### src/rtl/shift_arbiter.sv
// shift_arbiter: round-robin arbiter that shares one 16-bit barrel shifter
// (SLL / SRA / ROR, 4-bit amount) between two requesters. Operands are latched
// on grant, shifted in EXEC, and the result is held in RESP until consumed.
module shift_arbiter (
   input  logic        clk,
   input  logic        rst,
   input  logic        req0_valid,
   output logic        req0_ready,
   input  logic [15:0] req0_rs,
   input  logic [3:0]  req0_amt,
   input  logic [1:0]  req0_mode,
   input  logic        req1_valid,
   output logic        req1_ready,
   input  logic [15:0] req1_rs,
   input  logic [3:0]  req1_amt,
   input  logic [1:0]  req1_mode,
   output logic        rsp_valid,
   input  logic        rsp_ready,
   output logic        rsp_id,
   output logic [15:0] rsp_data,
   output logic        busy
);

   typedef enum logic [1:0] {
      S_IDLE = 2'd0,
      S_EXEC = 2'd1,
      S_RESP = 2'd2
   } state_t;

   state_t      r_state;
   logic        r_prio;
   logic [15:0] r_rs;
   logic [3:0]  r_amt;
   logic [1:0]  r_mode;
   logic        r_id;
   logic        r_rsp_valid;
   logic        r_rsp_id;
   logic [15:0] r_rsp_data;
   logic        r_busy;

   logic        w_accept_en;
   logic        w_grant0;
   logic        w_grant1;
   logic        w_any_grant;
   logic [15:0] w_shift_res;

   // Barrel shifter. Mode 11 behaves as SRA; ROR uses a doubled operand so
   // that amount 0 naturally returns the operand unchanged.
   function automatic logic [15:0] f_shift(input logic [15:0] rs,
                                           input logic [3:0]  amt,
                                           input logic [1:0]  mode);
      logic [31:0]        dbl;
      logic signed [15:0] srs;
      logic [15:0]        res;
      dbl = {rs, rs} >> amt;
      srs = rs;
      case (mode)
         2'b00:   res = rs << amt;
         2'b10:   res = dbl[15:0];
         default: res = srs >>> amt;
      endcase
      return res;
   endfunction

   // Requests may only be accepted in IDLE or while the held result is being
   // consumed; readys are forced low while reset is asserted.
   assign w_accept_en = !rst && ((r_state == S_IDLE) ||
                                 ((r_state == S_RESP) && rsp_ready));

   // Round robin: a lone requester always wins, a tie goes to port r_prio.
   assign w_grant0    = w_accept_en && req0_valid && (!req1_valid || !r_prio);
   assign w_grant1    = w_accept_en && req1_valid && (!req0_valid ||  r_prio);
   assign w_any_grant = w_grant0 || w_grant1;

   assign w_shift_res = f_shift(r_rs, r_amt, r_mode);

   assign req0_ready = w_grant0;
   assign req1_ready = w_grant1;
   assign rsp_valid  = r_rsp_valid;
   assign rsp_id     = r_rsp_id;
   assign rsp_data   = r_rsp_data;
   assign busy       = r_busy;

   // Control FSM with registered outputs; a grant latches the winner's operands.
   always_ff @(posedge clk or posedge rst) begin
      if (rst) begin
         r_state     <= S_IDLE;
         r_prio      <= 1'b0;
         r_rs        <= 16'h0000;
         r_amt       <= 4'h0;
         r_mode      <= 2'b00;
         r_id        <= 1'b0;
         r_rsp_valid <= 1'b0;
         r_rsp_id    <= 1'b0;
         r_rsp_data  <= 16'h0000;
         r_busy      <= 1'b0;
      end else begin
         if (w_any_grant) begin
            r_rs   <= w_grant1 ? req1_rs   : req0_rs;
            r_amt  <= w_grant1 ? req1_amt  : req0_amt;
            r_mode <= w_grant1 ? req1_mode : req0_mode;
            r_id   <= w_grant1;
            r_prio <= w_grant0;
         end
         case (r_state)
            S_IDLE: begin
               if (w_any_grant) begin
                  r_state <= S_EXEC;
                  r_busy  <= 1'b1;
               end
            end
            S_EXEC: begin
               r_rsp_data  <= w_shift_res;
               r_rsp_id    <= r_id;
               r_rsp_valid <= 1'b1;
               r_state     <= S_RESP;
            end
            S_RESP: begin
               if (rsp_ready) begin
                  r_rsp_valid <= 1'b0;
                  if (w_any_grant) begin
                     r_state <= S_EXEC;
                  end else begin
                     r_state <= S_IDLE;
                     r_busy  <= 1'b0;
                  end
               end
            end
            default: begin
               r_state     <= S_IDLE;
               r_busy      <= 1'b0;
               r_rsp_valid <= 1'b0;
            end
         endcase
      end
   end

endmodule

### config.mk
export PLATFORM = sky130hd
export DESIGN_NAME = shift_arbiter
export DESIGN_NICKNAME = d
export VERILOG_FILES = /design/src/rtl/shift_arbiter.sv
export SDC_FILE = /design/constraint.sdc
export NUM_CORES = 1
export LEC_CHECK = 0
export ABC_AREA = 1
export BUFFER_PORTS_ARGS = -buffer_cell sky130_fd_sc_hd__buf_2
export CORE_ASPECT_RATIO = 1.75
export CORE_UTILIZATION = 50
export DETAILED_ROUTE_END_ITERATION = 12
export PLACE_DENSITY = 0.81
export SYNTH_ARGS = -nofsm -noshare
export SYNTH_HDL_FRONTEND = slang
export SYNTH_SLANG_ARGS = --single-unit
### constraint.sdc
create_clock -name clk -period 1.5 [get_ports clk]
set_input_delay 0.075 -clock clk [delete_from_list [all_inputs] [get_ports clk]]
set_output_delay 0.075 -clock clk [all_outputs]
set_load 0.03 [all_outputs]
After elaboration in Yosys (flattened, before gate mapping)
Index checks and enable logic that the tools add are counted.
{ "word_totals": {"out_inout_bits": 21, "word_cells": 54, "input_bits": 49, "reg_bits": 45} }
{ "classes": {"n_reduce_logical": 19, "n_eq_ne": 6, "n_shift": 3, "n_bitwise": 2, "n_mux": 14} }
{ "ops": {"columns": ["operator", "count"], "rows": [
  ["case mux 16 bit (2 select lines)", 1],
  [">> shifter 32 x 4 -> 16 bit", 1],
  ["two-way mux 16 bit", 1],
  ["<< shifter 16 x 4 -> 16 bit", 1],
  [">>> shifter 16 x 4 -> 16 bit", 1],
  ["logical AND 1 bit", 6],
  ["two-way mux 2 bit", 3],
  ["inequality test 2 bit, second input constant", 3],
  ["case mux 1 bit (3 select lines)", 2],
  ["case mux 2 bit (3 select lines)", 1],
  ["two-way mux 1 bit", 5],
  ["equality test 2 bit, second input constant", 2],
  ["zero test 1 bit", 4],
  ["zero test 2 bit", 2],
  ["logical OR 1 bit", 4],
  ["two-way mux 4 bit", 1],
  ["AND reduction 2 bit", 2],
  ["AND reduction 4 bit", 1],
  ["equality test 2 x 1 -> 1 bit, second input constant", 1],
  ["inverter 1 bit", 2]
]} }

Depth between registers and ports, before layout
{ "depth": {"word_depth": 10, "ltp_mapped": 12} }

Worst setup path after synthesis
No wires, ideal clock.
{ "synth_timing": {"path_kind": "register -> register", "start": "register r_state[1]", "end": "register r_amt[1]", "slack_ns": 0.120, "arrival_time_ns": 1.297, "synth_period_minus_slack_ns": 1.380, "path_buffers": 1, "path_stages_with_launch": 9, "path_cell_list": "dfrtp_1 -> inv_2 -> o21ai_1 -> nor2_1 -> nand2_1 -> inv_1 -> buf_2 -> o21ai_0 -> o22ai_1"} }
{ "synth_between": {"elab_chain_cells": 7} }
{ "synth_lines": {"columns": ["element", "line_no", "source"], "rows": [
  ["start: declaration", "30", "state_t r_state;"],
  ["start signal: assignment", "87", "r_state <= S_IDLE;"],
  ["start signal: assignment", "108", "r_state <= S_EXEC;"],
  ["start signal: assignment", "116", "r_state <= S_RESP;"],
  ["equality test 2 bit", "68", "((r_state == S_RESP) && rsp_ready));"],
  ["logical AND 1 bit", "68", null],
  ["logical OR 1 bit *", "67", "assign w_accept_en = !rst && ((r_state == S_IDLE) ||"],
  ["logical AND 1 bit *", "67", null],
  ["logical AND 1 bit * (2 in a row)", "72", "assign w_grant1 = w_accept_en && req1_valid && (!req0_valid || r_prio);"],
  ["named net req1_ready", "13", "output logic req1_ready,"],
  ["two-way mux 4 bit or logical OR 1 bit (tied branches)", "100, 73", null],
  ["end signal: assignment", "100", "r_amt <= w_grant1 ? req1_amt : req0_amt;"],
  ["end: declaration", "33", "logic [3:0] r_amt;"]
]} }
The timed path passes the listed nets; every way through them passes the cells marked *.
A chain may end at the register's enable or synchronous reset.

Worst setup path in the final report
{ "layout_timing": {"start": "register r_amt[0]", "end": "register r_rsp_data[9] (netlist: rsp_data[9])"} }
{ "layout_between": {"elab_chain_cells": 2} }
{ "layout_lines": {"columns": ["element", "line_no", "source"], "rows": [
  [">>> shifter 16 x 4 -> 16 bit, or another cell as far along", "60", "default: res = srs >>> amt;"],
  ["case mux 16 bit (2 select lines) *", "57", "case (mode)"],
  ["end signal: assignment", "113", "r_rsp_data <= w_shift_res;"],
  ["end: declaration", "38", "logic [15:0] r_rsp_data;"]
]} }
Mark *: on every way between the ends. The rest lies on a longest branch, timed or not.

==> impl_results.md <==
- Vias: 4045
- Vias in the first global route: 3850
- Worst slew pin tran: between 0.3 and 0.4 ns
- Critical Path Start: r_amt[0]
- Slowest cell on crit path: dfrtp_1
- Clock power frac: approximately a tenth
- Min Tclk post-route: roughly 1.5 ns
- Residual DRC: 0
- CP most frequent cell: nand2_1
- Critical Path RT: roughly 1.7 ns
- Cts bufs inserted: 5
- Port-buffer cells: 69
- Layout net count: about 670
- Area after DPL: around 0.0040 mm²
- Starting DRC count in detailed routing: 242
- Routed len/inst: 15.7 µm
- Core area: between 0.006 and 0.007 mm²
- Total track usage: 32.2%
- Fin. Hold Viols: 0
- Pre-CTS setup slack: -0.132 ns
- Critical path type: reg -> reg
- Clk pin slew, worst setup/hold paths: approximately 0.06 ns
- Int Pwr: just over 0.005 W
- Overflow after GRT: 0
- Routability Congestion: between 0.9 and 1
- Die X-Extent: 64.4 µm
- Largest net degree at the start of global routing: 46
- Post-synth cell types: 28
- Most frequent cells after synthesis: nand2_1, nand3_1, dfrtp_1
- Busiest grt layer: met2
- Post-Syn Area: around 0.0034 mm²
- Clock Path Buffers: 2
- Crit path max fanout: 18
- CTS tree: yes
- Most common cell in the synthesized netlist: nand2_1
- FF-to-FF Start: r_amt[0]
- Area leader, netlist: dfrtp_1
- RSZ-0062 raised after global routing: yes
- Violated checks: negative setup slack
- Area Overhead vs Synth: 28.9%
- Met2 Use GR: a little under three fifths
- Max Slew Vio Count: 0
- Routed Antenna Nets: 0
- Ranking of synthesized cells by area: dfrtp_1, nand3_1, nand2_1, o21ai_0, nor2_1
- CTS Sinks: 45
- Worst reg-to-reg path cell count: 9
- Mapped Nets: a little under 600
- Post-synth EDFFs: 0
- Top cell type's share of synthesized area: approximately a third
- Initial Util: roughly 52%
- Slew headroom: a little under 80%
- Worst-Skew Late Latency: between 0.2 and 0.3 ns
- Synth Warn #: 0
- Sw Pwr: roughly 0.006 W
- Final setup fails: 5
- Synth Register Bits: between 40 and 50
- PwrDens: 2510 mW/mm²
- First-pass GRT wire length: between 15000 and 20000 µm
- Setup_tns: -0.0791 ns
- Startpoint Class: register
- Post-Syn Instances: roughly 530
- Skew final: approximately 0.0038 ns
- Post-synth top flop: dfrtp_1
- Crit-path cells: buf_12 -> nand2_1 -> nand3_1 -> nand3_1 -> nand2_1 -> nand2_1 -> nand2_1 -> a21oi_1 -> a21oi_1
- Drt pass-1 iters: 5
- Post-synthesis sequential area ratio: 33.1%
- Antenna diode count: 0
- WL final: approximately 11000 µm
- Worst Path Arrival: around 1.7 ns
- CTS root buf: clkbuf_16
- Critical Path End Type: register
- DPL Wire Length: approximately 8500 µm
- Flop-to-flop setup slack: -0.03 ns
- Critical Path End: rsp_data[9]
- Status: finished, violations left
- Met1 usage: 36.4%
- Design area: around 0.0044 mm²
- Die ar.: ~0.0072 mm²
- Site Rows: 39
- Hold Slack: roughly 0.044 ns
- Grt met3 use: under 10%
- R2r endpoint: rsp_data[9]
- Fraction of layout cells with a size suffix above 1: 28.1%
- MaxCap Viol Count: 0
- Sequential power share: a little over a fifth
- Die Y: around 110 µm
- Combinational fraction of design power: between 60% and 70%
- Fmax: around 0.66 GHz
- Critical Path Max Stage Delay: 0.39 ns
- I/O Pins: 70
- Fin crit share: 102%
- Detailed-route vias per instance: approximately 5.7
- VDD IR max: roughly 0.0014 V
- Async set or reset register ratio after synthesis: 100%
- Hold WC Path Type: in -> reg
- Fin worst setup slack: -0.0258 ns
- Switching part of the total: a little over half
- Mean post-synth cell area: 6.39 µm²
- Lkg Pwr: about 2.2 nW
- Antenna violations before repair: 0
- Htree depth: 2
==> sequential cells by signal, summed over array words and instances (netlist names) <==
signal     flops
r_id           1
rsp_data      16
rsp_valid      1
busy           1
rsp_id         1
r_rs          16
r_mode         2
r_amt          4
r_state        2
r_prio         1
==> final cells by class <==
cell class | instances | area (µm²)
clock buffers | 7 | 133
inverters | 24 | 105
repair buffers | 114 | 810
fillers | 590 | 2150
clock inverters | 1 | 7.51
well taps | 82 | 103
flip-flops and latches | 45 | 1130
multi-input cells | 432 | 2100
==> kinds of logic (layout without fill, tap and decap cells) <==
logic type	count (synthesis)	after routing	synth area share, %
flops	45	45	33.1
compound gates	82	82	12.9
simple gates	350	350	45.7
buf+inv	56	146	8.34
==> placed cells by master, fill, tap and decap left out, types with 2 or more instances in the layout <==
cell type / Yosys / routed
o211ai_1: 3 / 3
inv_1: 18 / 13
a21oi_2: 0 / 3
dfrtp_2: 0 / 2
nor3_1: 3 / 2
o21ai_0: 39 / 34
clkbuf_16: 0 / 6
dfrtp_1: 45 / 43
nor2_4: 3 / 3
nand3_1: 138 / 132
nand4_1: 3 / 3
nand2_2: 7 / 24
nor2_2: 0 / 3
a21oi_1: 13 / 10
o22ai_1: 9 / 9
buf_2: 19 / 67
nand2_1: 152 / 134
buf_12: 1 / 6
clkbuf_1: 8 / 2
buf_6: 1 / 5
nand3b_1: 2 / 2
nor2_1: 39 / 36
inv_2: 5 / 8
buf_4: 2 / 33
o21ai_1: 14 / 18
nand3_2: 1 / 7
a21boi_0: 3 / 2
==> how the worst min path moves through the flow <==
| stage | start | endpoint | slack (ns) | depth (start not counted) |
|---|---|---|---|---|
| finish | req1_rs[14] | r_rs[14] | 0.04 | 3 |
| global route | req1_amt[0] | r_amt[0] | 0.07 | 3 |
| CTS | req1_amt[1] | r_amt[1] | 0.05 | 3 |
| detailed placement | rst | r_state[0] | 0.14 | 3 |
| global placement | rst | r_id | 0.14 | 3 |
| floorplan | req1_rs[1] | r_rs[1] | 0.25 | 2 |
==> through the flow <==
| stage | util, % | total power (W) | std cells |
|---|---|---|---|
| global placement | 60.9 | 0.00919 | 684 |
| CTS | 64.7 | 0.0105 | 698 |
| global route | 67.1 | 0.0120 | 705 |
| floorplan | - | 0.00723 | 533 |
| finish | 67.1 | 0.0110 | 705 |
| detailed placement | 60.9 | 0.00926 | 684 |
==> metal layers <==
layer,wire length [µm],up-vias
li1,-,1979
met1,4150,1886
met2,6090,147
met3,399,33
met4,416,0
met5,0,-
==> repair_timing <==
item | CTS | global route
endpoints found under the hold margin | 45 | 0
pin swaps | 1 | 3
setup endpoints to repair | 31 | 29
resized for setup | 22 | 34
hold buffers | 1 | 0
buffers inserted | 5 | 6
gates cloned | 0 | 1
==> power by group through the flow <==
stage          clock [W]  combinational (W)  sequential (W)
6_report         0.00107            0.00765         0.00231
5_1_grt          0.00113            0.00849         0.00237
4_1_cts          0.00109            0.00718         0.00226
3_5_place_dp           0            0.00699         0.00227
3_3_place_gp           0            0.00695         0.00225
2_1_floorplan          0            0.00463         0.00260
==> worst max-delay path, delay by kind of cell (launching register included) <==
family / cells / cell delay, ns
buffers and inverters: 1 / 0.16
flip-flops: 1 / 0.39
AND/OR/NAND/NOR: 6 / 0.63
AO/OA/AOI/OAI: 2 / 0.21
Note: power is estimated with default switching activity, not from simulation.
